--- config.mk ---
export PLATFORM = sky130hd
export DESIGN_NAME = apb_cmd_queue_flat
export DESIGN_NICKNAME = d
export VERILOG_FILES = /design/src/rtl/apb_cmd_queue_if.sv /design/src/rtl/apb_cmd_queue.sv /design/src/flat_wrapper.sv
export SDC_FILE = /design/constraint.sdc
export NUM_CORES = 1
export LEC_CHECK = 0
export BUFFER_PORTS_ARGS = -buffer_cell sky130_fd_sc_hd__clkbuf_2
export CAP_MARGIN = 20
export CORE_MARGIN = 2
export CORE_UTILIZATION = 56
export DETAILED_ROUTE_END_ITERATION = 10
export PLACE_DENSITY = 0.8
export SYNTH_ARGS = -nofsm -noshare
export SYNTH_HDL_FRONTEND = slang
export SYNTH_SLANG_ARGS = --single-unit
--- constraint.sdc ---
create_clock -name PCLK -period 6.7 [get_ports PCLK]
set_input_delay 0.335 -clock PCLK [delete_from_list [all_inputs] [get_ports PCLK]]
set_output_delay 0.335 -clock PCLK [all_outputs]
set_load 0.05 [all_outputs]
--- src/rtl/apb_cmd_queue_if.sv ---
// Bundled command, response, APB-master drive and bus-monitor signals of the APB command queue.
// The queue itself uses the slave modport; its environment uses the master modport.
interface apb_cmd_queue_if #(
    parameter int ADDR_W = 32,
    parameter int DATA_W = 32,
    parameter int DEPTH  = 4
);
    logic                      cmd_valid;
    logic                      cmd_ready;
    logic                      cmd_write;
    logic [ADDR_W-1:0]         cmd_addr;
    logic [DATA_W-1:0]         cmd_wdata;
    logic [DATA_W/8-1:0]       cmd_strb;
    logic [2:0]                cmd_prot;

    logic                      transfer;
    logic                      SWRITE;
    logic [ADDR_W-1:0]         SADDR;
    logic [DATA_W-1:0]         SWDATA;
    logic [DATA_W/8-1:0]       SSTRB;
    logic [2:0]                SPROT;

    logic                      PSEL;
    logic                      PENABLE;
    logic                      PREADY;
    logic                      PSLVERR;
    logic [DATA_W-1:0]         PRDATA;

    logic                      rsp_valid;
    logic                      rsp_ready;
    logic                      rsp_write;
    logic [DATA_W-1:0]         rsp_rdata;
    logic                      rsp_err;

    logic [$clog2(DEPTH):0]    cmd_count;
    logic [7:0]                err_count;

    modport slave (
        input  cmd_valid, cmd_write, cmd_addr, cmd_wdata, cmd_strb, cmd_prot,
        input  PSEL, PENABLE, PREADY, PSLVERR, PRDATA, rsp_ready,
        output cmd_ready, transfer, SWRITE, SADDR, SWDATA, SSTRB, SPROT,
        output rsp_valid, rsp_write, rsp_rdata, rsp_err, cmd_count, err_count
    );

    modport master (
        output cmd_valid, cmd_write, cmd_addr, cmd_wdata, cmd_strb, cmd_prot,
        output PSEL, PENABLE, PREADY, PSLVERR, PRDATA, rsp_ready,
        input  cmd_ready, transfer, SWRITE, SADDR, SWDATA, SSTRB, SPROT,
        input  rsp_valid, rsp_write, rsp_rdata, rsp_err, cmd_count, err_count
    );
endinterface

--- src/rtl/apb_cmd_queue.sv ---
// Command FIFO in front of an APB master: issues one queued command at a time, watches the
// shared bus for the completing access and holds exactly one response until it is consumed.
module apb_cmd_queue #(
    parameter int ADDR_W = 32,
    parameter int DATA_W = 32,
    parameter int DEPTH  = 4
) (
    input  logic           PCLK,
    input  logic           PRESET,
    apb_cmd_queue_if.slave bus
);
    localparam int STRB_W  = DATA_W / 8;
    localparam int PTR_W   = $clog2(DEPTH);
    localparam int CNT_W   = PTR_W + 1;
    localparam int ENTRY_W = 1 + ADDR_W + DATA_W + STRB_W + 3;
    localparam logic [CNT_W-1:0] FULL_C = CNT_W'(DEPTH);

    typedef enum logic [1:0] {
        ST_IDLE  = 2'd0,
        ST_ISSUE = 2'd1,
        ST_WAIT  = 2'd2
    } state_t;

    state_t               state_r;
    state_t               state_nxt_s;
    logic                 transfer_s;

    logic [ENTRY_W-1:0]   mem_r [DEPTH];
    logic [PTR_W-1:0]     wr_ptr_r;
    logic [PTR_W-1:0]     rd_ptr_r;
    logic [CNT_W-1:0]     count_r;

    logic                 push_s;
    logic                 pop_s;
    logic                 done_s;

    logic                 head_write_s;
    logic [ADDR_W-1:0]    head_addr_s;
    logic [DATA_W-1:0]    head_wdata_s;
    logic [STRB_W-1:0]    head_strb_s;
    logic [2:0]           head_prot_s;

    logic                 swrite_r;
    logic [ADDR_W-1:0]    saddr_r;
    logic [DATA_W-1:0]    swdata_r;
    logic [STRB_W-1:0]    sstrb_r;
    logic [2:0]           sprot_r;

    logic                 rsp_valid_r;
    logic                 rsp_write_r;
    logic [DATA_W-1:0]    rsp_rdata_r;
    logic                 rsp_err_r;
    logic [7:0]           err_count_r;

    // No pass-through at full: cmd_ready depends only on the registered count.
    assign push_s = bus.cmd_valid && (count_r != FULL_C);
    assign pop_s  = (state_r == ST_IDLE) && (count_r != {CNT_W{1'b0}}) && !rsp_valid_r;
    assign done_s = (state_r == ST_WAIT) && bus.PSEL && bus.PENABLE && bus.PREADY;

    assign {head_write_s, head_addr_s, head_wdata_s, head_strb_s, head_prot_s} = mem_r[rd_ptr_r];

    // Command storage; payload needs no reset because occupancy gates every read.
    always_ff @(posedge PCLK) begin
        if (push_s) begin
            mem_r[wr_ptr_r] <= {bus.cmd_write, bus.cmd_addr, bus.cmd_wdata,
                                bus.cmd_strb, bus.cmd_prot};
        end
    end

    // FIFO pointers and occupancy.
    always_ff @(posedge PCLK) begin
        if (PRESET) begin
            wr_ptr_r <= {PTR_W{1'b0}};
            rd_ptr_r <= {PTR_W{1'b0}};
            count_r  <= {CNT_W{1'b0}};
        end else begin
            if (push_s) begin
                wr_ptr_r <= wr_ptr_r + PTR_W'(1);
            end
            if (pop_s) begin
                rd_ptr_r <= rd_ptr_r + PTR_W'(1);
            end
            case ({push_s, pop_s})
                2'b10:   count_r <= count_r + CNT_W'(1);
                2'b01:   count_r <= count_r - CNT_W'(1);
                default: count_r <= count_r;
            endcase
        end
    end

    // Issue FSM state register.
    always_ff @(posedge PCLK) begin
        if (PRESET) begin
            state_r <= ST_IDLE;
        end else begin
            state_r <= state_nxt_s;
        end
    end

    // Issue FSM next state; transfer is asserted only while waiting for the master to select.
    always_comb begin
        state_nxt_s = state_r;
        transfer_s  = 1'b0;
        case (state_r)
            ST_IDLE: begin
                if (pop_s) begin
                    state_nxt_s = ST_ISSUE;
                end else begin
                    state_nxt_s = ST_IDLE;
                end
            end
            ST_ISSUE: begin
                transfer_s = 1'b1;
                if (bus.PSEL) begin
                    state_nxt_s = ST_WAIT;
                end else begin
                    state_nxt_s = ST_ISSUE;
                end
            end
            ST_WAIT: begin
                if (done_s) begin
                    state_nxt_s = ST_IDLE;
                end else begin
                    state_nxt_s = ST_WAIT;
                end
            end
            default: begin
                state_nxt_s = ST_IDLE;
            end
        endcase
    end

    // Hold registers for the master; they change only when a new command is popped.
    always_ff @(posedge PCLK) begin
        if (PRESET) begin
            swrite_r <= 1'b0;
            saddr_r  <= {ADDR_W{1'b0}};
            swdata_r <= {DATA_W{1'b0}};
            sstrb_r  <= {STRB_W{1'b0}};
            sprot_r  <= 3'b000;
        end else if (pop_s) begin
            swrite_r <= head_write_s;
            saddr_r  <= head_addr_s;
            swdata_r <= head_wdata_s;
            sstrb_r  <= head_write_s ? head_strb_s : {STRB_W{1'b0}};
            sprot_r  <= head_prot_s;
        end
    end

    // Single response slot, filled by the completing access and freed by the handshake.
    always_ff @(posedge PCLK) begin
        if (PRESET) begin
            rsp_valid_r <= 1'b0;
            rsp_write_r <= 1'b0;
            rsp_rdata_r <= {DATA_W{1'b0}};
            rsp_err_r   <= 1'b0;
        end else if (done_s) begin
            rsp_valid_r <= 1'b1;
            rsp_write_r <= swrite_r;
            rsp_rdata_r <= swrite_r ? {DATA_W{1'b0}} : bus.PRDATA;
            rsp_err_r   <= bus.PSLVERR;
        end else if (rsp_valid_r && bus.rsp_ready) begin
            rsp_valid_r <= 1'b0;
        end
    end

    // Saturating count of completions that reported a slave error.
    always_ff @(posedge PCLK) begin
        if (PRESET) begin
            err_count_r <= 8'd0;
        end else if (done_s && bus.PSLVERR && (err_count_r != 8'hFF)) begin
            err_count_r <= err_count_r + 8'd1;
        end
    end

    assign bus.cmd_ready = (count_r != FULL_C);
    assign bus.cmd_count = count_r;
    assign bus.transfer  = transfer_s;
    assign bus.SWRITE    = swrite_r;
    assign bus.SADDR     = saddr_r;
    assign bus.SWDATA    = swdata_r;
    assign bus.SSTRB     = sstrb_r;
    assign bus.SPROT     = sprot_r;
    assign bus.rsp_valid = rsp_valid_r;
    assign bus.rsp_write = rsp_write_r;
    assign bus.rsp_rdata = rsp_rdata_r;
    assign bus.rsp_err   = rsp_err_r;
    assign bus.err_count = err_count_r;
endmodule

--- src/flat_wrapper.sv ---
// flat-port wrapper written by rule: the top's interface ports become plain ports
module apb_cmd_queue_flat 
#(
    parameter int ADDR_W = 32,
    parameter int DATA_W = 32,
    parameter int DEPTH  = 4
)
  (PCLK, PRESET, bus_cmd_valid, bus_cmd_write, bus_cmd_addr, bus_cmd_wdata, bus_cmd_strb, bus_cmd_prot, bus_PSEL, bus_PENABLE, bus_PREADY, bus_PSLVERR, bus_PRDATA, bus_rsp_ready, bus_cmd_ready, bus_transfer, bus_SWRITE, bus_SADDR, bus_SWDATA, bus_SSTRB, bus_SPROT, bus_rsp_valid, bus_rsp_write, bus_rsp_rdata, bus_rsp_err, bus_cmd_count, bus_err_count);
  apb_cmd_queue_if #(.ADDR_W(ADDR_W), .DATA_W(DATA_W), .DEPTH(DEPTH)) bus_i ();
  input  logic PCLK;
  input  logic PRESET;
  input wire logic [$bits(bus_i.cmd_valid)-1:0] bus_cmd_valid;
  input wire logic [$bits(bus_i.cmd_write)-1:0] bus_cmd_write;
  input wire logic [$bits(bus_i.cmd_addr)-1:0] bus_cmd_addr;
  input wire logic [$bits(bus_i.cmd_wdata)-1:0] bus_cmd_wdata;
  input wire logic [$bits(bus_i.cmd_strb)-1:0] bus_cmd_strb;
  input wire logic [$bits(bus_i.cmd_prot)-1:0] bus_cmd_prot;
  input wire logic [$bits(bus_i.PSEL)-1:0] bus_PSEL;
  input wire logic [$bits(bus_i.PENABLE)-1:0] bus_PENABLE;
  input wire logic [$bits(bus_i.PREADY)-1:0] bus_PREADY;
  input wire logic [$bits(bus_i.PSLVERR)-1:0] bus_PSLVERR;
  input wire logic [$bits(bus_i.PRDATA)-1:0] bus_PRDATA;
  input wire logic [$bits(bus_i.rsp_ready)-1:0] bus_rsp_ready;
  output wire logic [$bits(bus_i.cmd_ready)-1:0] bus_cmd_ready;
  output wire logic [$bits(bus_i.transfer)-1:0] bus_transfer;
  output wire logic [$bits(bus_i.SWRITE)-1:0] bus_SWRITE;
  output wire logic [$bits(bus_i.SADDR)-1:0] bus_SADDR;
  output wire logic [$bits(bus_i.SWDATA)-1:0] bus_SWDATA;
  output wire logic [$bits(bus_i.SSTRB)-1:0] bus_SSTRB;
  output wire logic [$bits(bus_i.SPROT)-1:0] bus_SPROT;
  output wire logic [$bits(bus_i.rsp_valid)-1:0] bus_rsp_valid;
  output wire logic [$bits(bus_i.rsp_write)-1:0] bus_rsp_write;
  output wire logic [$bits(bus_i.rsp_rdata)-1:0] bus_rsp_rdata;
  output wire logic [$bits(bus_i.rsp_err)-1:0] bus_rsp_err;
  output wire logic [$bits(bus_i.cmd_count)-1:0] bus_cmd_count;
  output wire logic [$bits(bus_i.err_count)-1:0] bus_err_count;
  assign bus_i.cmd_valid = bus_cmd_valid;
  assign bus_i.cmd_write = bus_cmd_write;
  assign bus_i.cmd_addr = bus_cmd_addr;
  assign bus_i.cmd_wdata = bus_cmd_wdata;
  assign bus_i.cmd_strb = bus_cmd_strb;
  assign bus_i.cmd_prot = bus_cmd_prot;
  assign bus_i.PSEL = bus_PSEL;
  assign bus_i.PENABLE = bus_PENABLE;
  assign bus_i.PREADY = bus_PREADY;
  assign bus_i.PSLVERR = bus_PSLVERR;
  assign bus_i.PRDATA = bus_PRDATA;
  assign bus_i.rsp_ready = bus_rsp_ready;
  assign bus_cmd_ready = bus_i.cmd_ready;
  assign bus_transfer = bus_i.transfer;
  assign bus_SWRITE = bus_i.SWRITE;
  assign bus_SADDR = bus_i.SADDR;
  assign bus_SWDATA = bus_i.SWDATA;
  assign bus_SSTRB = bus_i.SSTRB;
  assign bus_SPROT = bus_i.SPROT;
  assign bus_rsp_valid = bus_i.rsp_valid;
  assign bus_rsp_write = bus_i.rsp_write;
  assign bus_rsp_rdata = bus_i.rsp_rdata;
  assign bus_rsp_err = bus_i.rsp_err;
  assign bus_cmd_count = bus_i.cmd_count;
  assign bus_err_count = bus_i.err_count;
  apb_cmd_queue #(.ADDR_W(ADDR_W), .DATA_W(DATA_W), .DEPTH(DEPTH)) u_core (.PCLK(PCLK), .PRESET(PRESET), .bus(bus_i));
endmodule
# After elaboration in Yosys (flattened, before gate mapping)

Memory sizes are Yosys's and may differ from the RTL's. A register that Yosys moved wholly into a read port is not among the register bits.
Index checks and enable logic that the tools add are counted.

Memories kept: 1
Output and inout bits: 120
Register bits: 124
Latch bits: 0
Input port bits: 112
RAM bits: 288
Logic and storage cells: 54
Bits in read-only memories: 0

Shift operators: 0
Add/subtract/negate cells: 5
Multiplexer cells: 14
$mul: 0
Div/mod/pow operators: 0
Reductions and logical operators: 14
$lt $le $gt $ge: 0
Equal/unequal tests: 6
Bitwise gates (word level): 0

Memories:

| name         | words | width | read ports | clocked after memory_dff | wr ports | line                | source |
|---|---|---|---|---|---|---|---|
| u_core.mem_r | 4     | 72    | 1          | 1                        | 1        | apb_cmd_queue.sv:28 | `logic [ENTRY_W-1:0] mem_r [DEPTH];` |

Operators with widths:

| operator            | number |
|---|---|
| $mux 32             | 1 |
| $logic_and 1x1->1   | 9 |
| $add 8x1->8 const B | 1 |
| $mux 2              | 4 |
| $ne 8x8->1 const B  | 1 |
| $mux 1              | 6 |
| $pmux 2 s3          | 1 |
| $pmux 3 s2          | 1 |
| $add 2x1->2 const B | 2 |
| $eq 2x1->1 const B  | 2 |
| $eq 2x2->1 const B  | 2 |
| $mux 4              | 1 |
| $reduce_bool 2->1   | 2 |
| $add 3x1->3 const B | 1 |
| $ne 3x3->1 const B  | 1 |
| $reduce_bool 3->1   | 1 |
| $sub 3x1->3 const B | 1 |
| $logic_not 2->1     | 1 |
| $logic_not 1->1     | 1 |

# Depth between registers and ports, before layout

Gate-level depths: netlist of run 1.

Depth in word-level cells: 6
Mapped depth: 11
Mapped depth without buffers: 9

# Worst setup path after synthesis of run 1

No wires, ideal clock.

Kind: flip-flop to flip-flop
From: register u_core.count_r[0], in the netlist u_core.bus.cmd_count[0]
To: memory u_core.mem_r[0][0] (netlist name), enable pin
Stages on the path, launching flop included: 3
Clock period less this slack: 3.486 ns
Data required time: 6.261 ns
Path slack: 3.214 ns
Library setup time: 0.439 ns
Data arrival time: 3.047 ns
Buffers on the path: 0
Path through: dfxtp_1 -> or3b_1 -> and3_1

Word-level cells in the longest chain between the ends: 4

Ends and longest elaborated chain:

| element                      | line                | source |
|---|---|---|
| start: declaration           | apb_cmd_queue.sv:31 | `logic [CNT_W-1:0] count_r;` |
| start signal: assignment     | apb_cmd_queue.sv:75 | `count_r <= {CNT_W{1'b0}};` |
| start signal: assignment     | apb_cmd_queue.sv:84 | `2'b10: count_r <= count_r + CNT_W'(1);` |
| start signal: assignment     | apb_cmd_queue.sv:85 | `2'b01: count_r <= count_r - CNT_W'(1);` |
| $ne 3x3->1                   | -                   |  |
| net bus_cmd_ready            | flat_wrapper.sv:24  | `output wire logic [$bits(bus_i.cmd_ready)-1:0] bus_cmd_ready;` |
| $logic_and 1x1->1            | apb_cmd_queue.sv:56 | `assign push_s = bus.cmd_valid && (count_r != FULL_C);` |
| $mux 1                       | apb_cmd_queue.sv:64 | `if (push_s) begin` |
| $mux 1 (implied by the code) | apb_cmd_queue.sv:65 | `mem_r[wr_ptr_r] <= {bus.cmd_write, bus.cmd_addr, bus.cmd_wdata,` |
| end: declaration             | apb_cmd_queue.sv:28 |  |

The timed path passes the listed nets, and every way through them passes these cells.

# Final worst setup path of run 1

From: register u_core.state_r[0]
To: register u_core.count_r[2], in the netlist u_core.bus.cmd_count[2]

Word-level cells in the longest chain between the ends: 5
Elaborated cells on any way between the ends: 7
Those cells by class: eq/ne: 2; mux: 1; reduce/logical: 4

Ends and longest elaborated chain:

| element                                                | line                | source |
|---|---|---|
| start: declaration                                     | apb_cmd_queue.sv:24 | `state_t state_r;` |
| start signal: assignment                               | apb_cmd_queue.sv:96 | `state_r <= state_nxt_s;` |
| $logic_not 2->1 (*)                                    | apb_cmd_queue.sv:57 | `assign pop_s = (state_r == ST_IDLE) && (count_r != {CNT_W{1'b0}}) && !rsp_valid_r;` |
| $logic_and 1x1->1 (*) (2 in a row)                     | apb_cmd_queue.sv:57 |  |
| $eq 2x1->1 / $eq 2x2->1 (equally long branches)        | apb_cmd_queue.sv:83 | `case ({push_s, pop_s})` |
| $pmux 3 s2 / $reduce_bool 2->1 (equally long branches) | -                   |  |
| end signal: assignment                                 | apb_cmd_queue.sv:84 |  |
| end signal: assignment                                 | apb_cmd_queue.sv:85 |  |
| end signal: assignment                                 | apb_cmd_queue.sv:86 | `default: count_r <= count_r;` |

Every way passes the cells marked *; elsewhere a longest branch is shown, timed or not.
A chain may end at the register's enable or synchronous reset.

==> results.md, run 1 <==
- Fill count: 1851
- Number of global-route vias before repair: 8800
- CP Buf/Inv Count: 3
- Sw Pwr: 2.624 mW
- CTS tree: done
- Port buffer count: 231
- Slowest CP cell: buf_4
- Largest net degree at the start of global routing: 80
- IO Pins: 232
- Drt via density: 5.562
- Die Wd: 168.1 um
- CTS Buf Count: 42
- Hold Crit Start: bus_cmd_addr[5]
- N_diodes: 0
- Initial DRC Count: 620
- Synth unique cells: 38
- Post-Syn Instances: 954
- Reg2reg start: u_core.state_r[0]$_SDFF_PP0_
- Worst-Margin Slew: 1.101 ns
- Placed Cells: 1476
- RSZ-0062 raised after global routing: no
- Worst min-delay path endpoint: u_core.mem_r[0][44]$_DFFE_PP_
- Slew Viols, Final: 0
- Starting Density: 0.5646
- All-layer global routing usage: 0.2115
- Die height: 168.1 um
- Root buffer cell: clkbuf_16
- GRT overflow: 0
- Crit Path Max Fanout: 74
- Max-cap check violation count: 0
- Post-route insts no fill: 1555
- Mean area per synthesized cell: 15.82 um2
- First-pass iteration count of the detailed router: 4
- Slew margin rel.: 0.2661
- Post-synthesis register bit count: 414
- Commonest non-fill, non-tap cell in the layout: edfxtp_1
- Top area cells in the synthesized netlist: edfxtp_1, dfxtp_1, mux4_2
- Most frequent cells in the layout: edfxtp_1, clkbuf_2, nand2_1
- Tot Pwr: 7.781 mW
- Post-CTS Setup Bufs: 0
- Antenna-violating nets left: 0
- Syn_nets: 1073
- Worst-Skew Late Latency: 0.52 ns
- Critical path endpoint category: flip-flop
- CTS Hold Bufs: 0
- Fmax: 273.5 MHz
- H-tree Lvls: 2
- Hold WC Path Type: in2reg
- Initial antenna violation count: 3
- Slowest stage delay, CP: 0.70 ns
- Number of synthesized flops with an enable pin: 288
- Yosys warnings: 0
- Seq pwr share: 0.441
- Dpl hpwl: 16980 um
- Final Cycle Share: 0.5458
- Net Sw Frac: 0.3372
- Cell-internal power: 5.157 mW
- Final setup viols: 0
- Delay-heaviest family, CP: simple AND/OR/NAND/NOR gates
- Wirelength, routed: 30360 um
- Share of post-route cells with drive strength above 1: 0.3188
- Worst reg2reg path endpoint: u_core.bus.cmd_count[2]$_SDFFE_PP0P_
- Core Box Area: 0.02673 mm2
- Nets: 1301
- CP arrival: 4.09 ns
- Vias: 8649
- Drt drc: 0
- Longest Clk Path Bufs: 3
- Area Overhead vs Synth: 18.95%
- Clock-pin slew on the worst setup and hold paths: 0.06 ns
- Final Wtd Congestion: 0.8175
- Register area share after synthesis: 0.7404
- Synthesized area: 0.01509 mm2
- VDD IR max: 0.3012 mV
- Setup CP Type: reg2reg
- Post-cts resize count: 0
- Cell Rows: 60
- P per Cell Area: 433.6 mW/mm2
- Data required, critical path: 7.13 ns
- Startpoint Class: flip-flop
- Top cell type's share of synthesized area: 0.5732
- Worst hold stages: 1
- Lkg Pwr: 6.361 nW
- Clock group share of total power: 0.287
- Setup TNS: 0 ns
- Clock skew: 0.01959 ns
- Post-synth ARST share: 0
- Cells on worst reg2reg path: 10
- Register-to-Register Setup Slack: 3.04 ns
- CTS Sinks: 414
- First-pass GRT wire length: 46580 um
- CP cell instances: nor3_1 -> nand2b_4 -> clkinv_2 -> buf_4 -> ha_1 -> inv_1 -> fa_1 -> xor2_1 -> or3_1 -> a21oi_1
- Comb power frac: 0.271
- Yosys top cell by area: edfxtp_1
- Post-synth top flop: edfxtp_1
- Status: complete, no violations
- DR WL/cell: 19.52 um
- Fin crit period: 3.657 ns
- Fin Hold WS: 0.03626 ns
- Hold Fails Final Rpt: 0
- Die footprint: 0.02827 mm2
-- through the flow --
| stage | instance area (um2) | utilization | setup WS, ns |
|---|---|---|---|
| 2_1_floorplan | 15090 | - | 3.214 |
| 3_3_place_gp | 16520 | 0.6181 | 3.096 |
| 3_5_place_dp | 16550 | 0.6192 | 3.005 |
| 4_1_cts | 17890 | 0.6693 | 2.977 |
| 5_1_grt | 17950 | 0.6715 | 2.733 |
| 6_report | 17950 | 0.6715 | 3.043 |
-- sequential cells by signal (all words and copies together), names as in the netlist, named ones only --
name / count
u_core.bus.SWRITE: 1
u_core.bus.rsp_valid: 1
u_core.bus.rsp_rdata: 32
u_core.state_r: 2
u_core.bus.rsp_err: 1
u_core.bus.cmd_count: 3
u_core.bus.rsp_write: 1
u_core.bus.SSTRB: 4
u_core.mem_r: 288
u_core.bus.SWDATA: 32
u_core.bus.SADDR: 32
u_core.bus.err_count: 8
u_core.wr_ptr_r: 2
u_core.bus.SPROT: 3
u_core.rd_ptr_r: 2
-- cells in the mapped netlist, types with 2 or more instances --
master,n
nand4_1,2
dfxtp_1,126
inv_1,9
mux4_2,72
and3_1,4
xnor2_1,3
xor2_1,2
nor3_1,3
nand2b_1,4
edfxtp_1,288
nor2_1,13
buf_2,14
o31ai_1,4
or3_1,2
nor2b_1,2
clkbuf_1,38
ha_1,6
o21ai_0,3
nand3_1,7
and2_1,2
a21oi_1,117
nand3b_1,33
nand2_1,177
buf_1,6
or4_1,4
-- routing by layer --
metal / up-vias / routed length [um] / track usage
li1: 4041 / - / -
met4: 4 / 566 / 0.05285
met2: 292 / 15390 / 0.3715
met1: 4265 / 12110 / 0.2668
met5: - / 27 / 0
met3: 47 / 2266 / 0.05242
-- power by group through the flow --
| stage | combinational (mW) | clock (mW) | sequential, mW |
|---|---|---|---|
| 5_1_grt | 2.26 | 2.37 | 3.49 |
| 3_5_place_dp | 2.13 | 0 | 3.49 |
| 3_3_place_gp | 2.09 | 0 | 3.47 |
| 4_1_cts | 2.14 | 2.27 | 3.45 |
| 2_1_floorplan | 0.996 | 0 | 4.05 |
| 6_report | 2.11 | 2.24 | 3.43 |
-- area by class of cell --
| cell class | instances | area, um2 | share of cell area |
|---|---|---|---|
| Clock inverter | 13 | 116.4 | 0.006484 |
| Timing Repair Buffer | 243 | 1301 | 0.07250 |
| Tap cell | 341 | 426.7 | 0.02377 |
| Inverter | 9 | 35.03 | 0.001952 |
| Clock buffer | 63 | 1222 | 0.06811 |
| Multi-Input combinational cell | 472 | 3667 | 0.2043 |
| Sequential cell | 414 | 11180 | 0.6228 |
-- worst max path at each step --
stage / from / to / depth (start not counted)
finish: u_core.state_r[0]$_SDFF_PP0_ / u_core.bus.cmd_count[2]$_SDFFE_PP0P_ / 10
CTS: u_core.state_r[0]$_SDFF_PP0_ / u_core.bus.cmd_count[2]$_SDFFE_PP0P_ / 10
floorplan: u_core.bus.cmd_count[0]$_SDFFE_PP0P_ / u_core.mem_r[0][0]$_DFFE_PP_ / 2
global placement: u_core.state_r[0]$_SDFF_PP0_ / u_core.bus.cmd_count[2]$_SDFFE_PP0P_ / 10
global route: u_core.state_r[0]$_SDFF_PP0_ / u_core.bus.cmd_count[2]$_SDFFE_PP0P_ / 10
detailed placement: u_core.state_r[0]$_SDFF_PP0_ / u_core.bus.cmd_count[2]$_SDFFE_PP0P_ / 10
-- logic make-up (layout without fill, tap and decap cells) --
group,count (synthesis),after routing,share of synthesized area
compound gates,128,128,0.04403
simple gates,260,260,0.08035
mux,72,72,0.1075
flops,414,414,0.7404
xor+xnor,5,5,0.002903
buf+inv,68,328,0.01858
fa+ha+maj,7,7,0.006302
(Power assumes the default switching activity.)
==> run 2: changes to the inputs <==
==> constraint.sdc (replaced) <==
create_clock -name PCLK -period 3.55 [get_ports PCLK]
set_input_delay 0.1775 -clock PCLK [delete_from_list [all_inputs] [get_ports PCLK]]
set_output_delay 0.1775 -clock PCLK [all_outputs]
set_load 0.05 [all_outputs]
==> run 2 against run 1 <==
Against the previous run: global-route usage up 2.5 points; final cell count up 7.0%; hold slack better by 0.032 ns; core utilization increased by 4.1 points; register-to-register slack worse by 2.0 ns; first-iteration DRC count up 24%; routed wire length rose by 11%; power increased by 91%; critical path depth shrank 1; maximum frequency up 49%; worst setup slack got worse by 2.0 ns; largest cell class unchanged.
==> results.md, run 2 (synthesized netlist as in run 1, its figures left out) <==
- Most frequent cells in the layout: edfxtp_1, clkbuf_2, nand2_1
- Setup TNS: 0 ns
- VDD IR max: 0.5895 mV
- Number of global-route vias before repair: 9634
- Nets: 1408
- Util after Layout: 0.7125
- Most Crowded Layer GR: met2
- Cells on worst reg2reg path: 9
- Status: complete, no violations
- Wirelength, routed: 33570 um
- Hold WC Path Type: in2reg
- Die Wd: 168.1 um
- M1 GR Usage: 0.3048
- Final setup viols: 0
- Longest Clk Path Bufs: 3
- Commonest non-fill, non-tap cell in the layout: edfxtp_1
- Die footprint: 0.02827 mm2
- Dpl hpwl: 17940 um
- Register-to-Register Setup Slack: 1.09 ns
- Hold Fails Final Rpt: 0
- Share of post-route cells with drive strength above 1: 0.2950
- Worst hold stages: 4
- Routing usage on met3: 0.04466
- Lkg Pwr: 6.814 nW
- Fin Hold WS: 0.06831 ns
- Vias: 9311
- DR WL/cell: 20.17 um
- CTS tree: done
- Slew Viols, Final: 0
- Max reg flops: 288
- CTS Buf Count: 42
- Final Wtd Congestion: 0.8233
- Root buffer cell: clkbuf_16
- Max-cap check violation count: 0
- H-tree Lvls: 2
- Reg2reg start: u_core.bus.cmd_count[0]$_SDFFE_PP0P_
- M2 GR Usage: 0.4177
- First-pass GRT wire length: 51780 um
- Critical path endpoint category: flip-flop
- Fill count: 1664
- GRT overflow: 0
- RSZ-0062 raised after global routing: no
- Core Box Area: 0.02673 mm2
- Fmax: 406.3 MHz
- Startpoint Class: flip-flop
- Worst min-delay path endpoint: u_core.state_r[1]$_SDFF_PP0_
- Port buffer count: 231
- CTS Sinks: 414
- Worst-Margin Slew: 0.9612 ns
- Die height: 168.1 um
- Worst-Skew Late Latency: 0.53 ns
- Area Overhead vs Synth: 26.20%
- Largest net degree at the start of global routing: 82
- Initial DRC Count: 770
- Data required, critical path: 3.99 ns
- First-pass iteration count of the detailed router: 5
- Fin crit period: 2.461 ns
- Post-cts resize count: 0
- Drt via density: 5.596
- Top reg by flops: u_core.mem_r
- Clock-pin slew on the worst setup and hold paths: 0.06 ns
- IO Pins: 232
- Initial antenna violation count: 2
- Starting Density: 0.5646
- Setup CP Type: reg2reg
- Final Cycle Share: 0.6933
- Crit Path Max Fanout: 6
- Antenna-violating nets left: 0
- Drt drc: 0
- CTS Hold Bufs: 106
- P per Cell Area: 782.1 mW/mm2
- Worst reg2reg path endpoint: u_core.bus.cmd_count[2]$_SDFFE_PP0P_
- Hold Crit Start: bus_PREADY
- CP arrival: 2.90 ns
- Clock skew: 0.02431 ns
- Cell Rows: 60
- Slew margin rel.: 0.3592
- Post-CTS Setup Bufs: 0
- All-layer global routing usage: 0.2361
## run 2: changes by cell type in the layout (fill, tap and decap cells not counted), moves of 3 or more
cell and change:
clkbuf_1 -5, dlygate4sd3_1 +106, clkbuf_8 +3, buf_12 +3, clkinv_1 +4
## run 2: worst max path at each step
stage               slack (ns)                                   end  cells after the start                            startpoint
floorplan                 0.06          u_core.mem_r[0][0]$_DFFE_PP_                      2  u_core.bus.cmd_count[0]$_SDFFE_PP0P_
global placement          1.21  u_core.bus.cmd_count[2]$_SDFFE_PP0P_                      9  u_core.bus.cmd_count[2]$_SDFFE_PP0P_
detailed placement        1.10  u_core.bus.cmd_count[2]$_SDFFE_PP0P_                      9  u_core.bus.cmd_count[0]$_SDFFE_PP0P_
CTS                       1.08  u_core.bus.cmd_count[2]$_SDFFE_PP0P_                      9  u_core.bus.cmd_count[0]$_SDFFE_PP0P_
global route              0.94  u_core.bus.cmd_count[2]$_SDFFE_PP0P_                      9  u_core.bus.cmd_count[2]$_SDFFE_PP0P_
finish                    1.09  u_core.bus.cmd_count[2]$_SDFFE_PP0P_                      9  u_core.bus.cmd_count[0]$_SDFFE_PP0P_
## run 2: per-stage QoR
stage	power, mW	cell area, um2	std cells	worst slack [ns]
after global routing	15.49	19040	1664	0.9411
after floorplan	9.517	15090	954	0.06418
final	14.89	19040	1664	1.089
after CTS	14.96	19040	1663	1.079
after global placement	10.56	16630	1479	1.206
after detailed placement	10.68	16650	1480	1.100
## run 2: per-layer routing
metal  routed length, um  part of all wire
met2               17150              0.51
met5                  11           0.00033
met1               13270              0.40
met3                2498             0.074
met4                 638             0.019
## run 2: cell type report
| type | instances | area (um2) | area share |
|---|---|---|---|
| Tap cell | 341 | 426.7 | 0.02241 |
| Inverter | 9 | 35.03 | 0.001840 |
| Timing Repair Buffer | 350 | 2400 | 0.1260 |
| Clock buffer | 60 | 1220 | 0.06406 |
| Clock inverter | 17 | 112.6 | 0.005914 |
| Sequential cell | 414 | 11180 | 0.5870 |
| Multi-Input combinational cell | 472 | 3667 | 0.1926 |
| Antenna cell | 1 | 2.502 | 0.0001314 |
## run 2: power by group
part / internal [mW] / switching [mW]
combinational: 1.35 / 2.85
sequential: 5.97 / 0.522
clock: 2.46 / 1.75
## run 2: worst max-delay path, cell delays in order, from the launching register on
cell     delay (ns)
dfxtp_1        0.36
or3b_1         0.50
and2_1         0.24
inv_1          0.08
ha_1           0.17
inv_1          0.07
fa_1           0.38
xor2_1         0.16
or3_1          0.30
a21oi_1        0.13
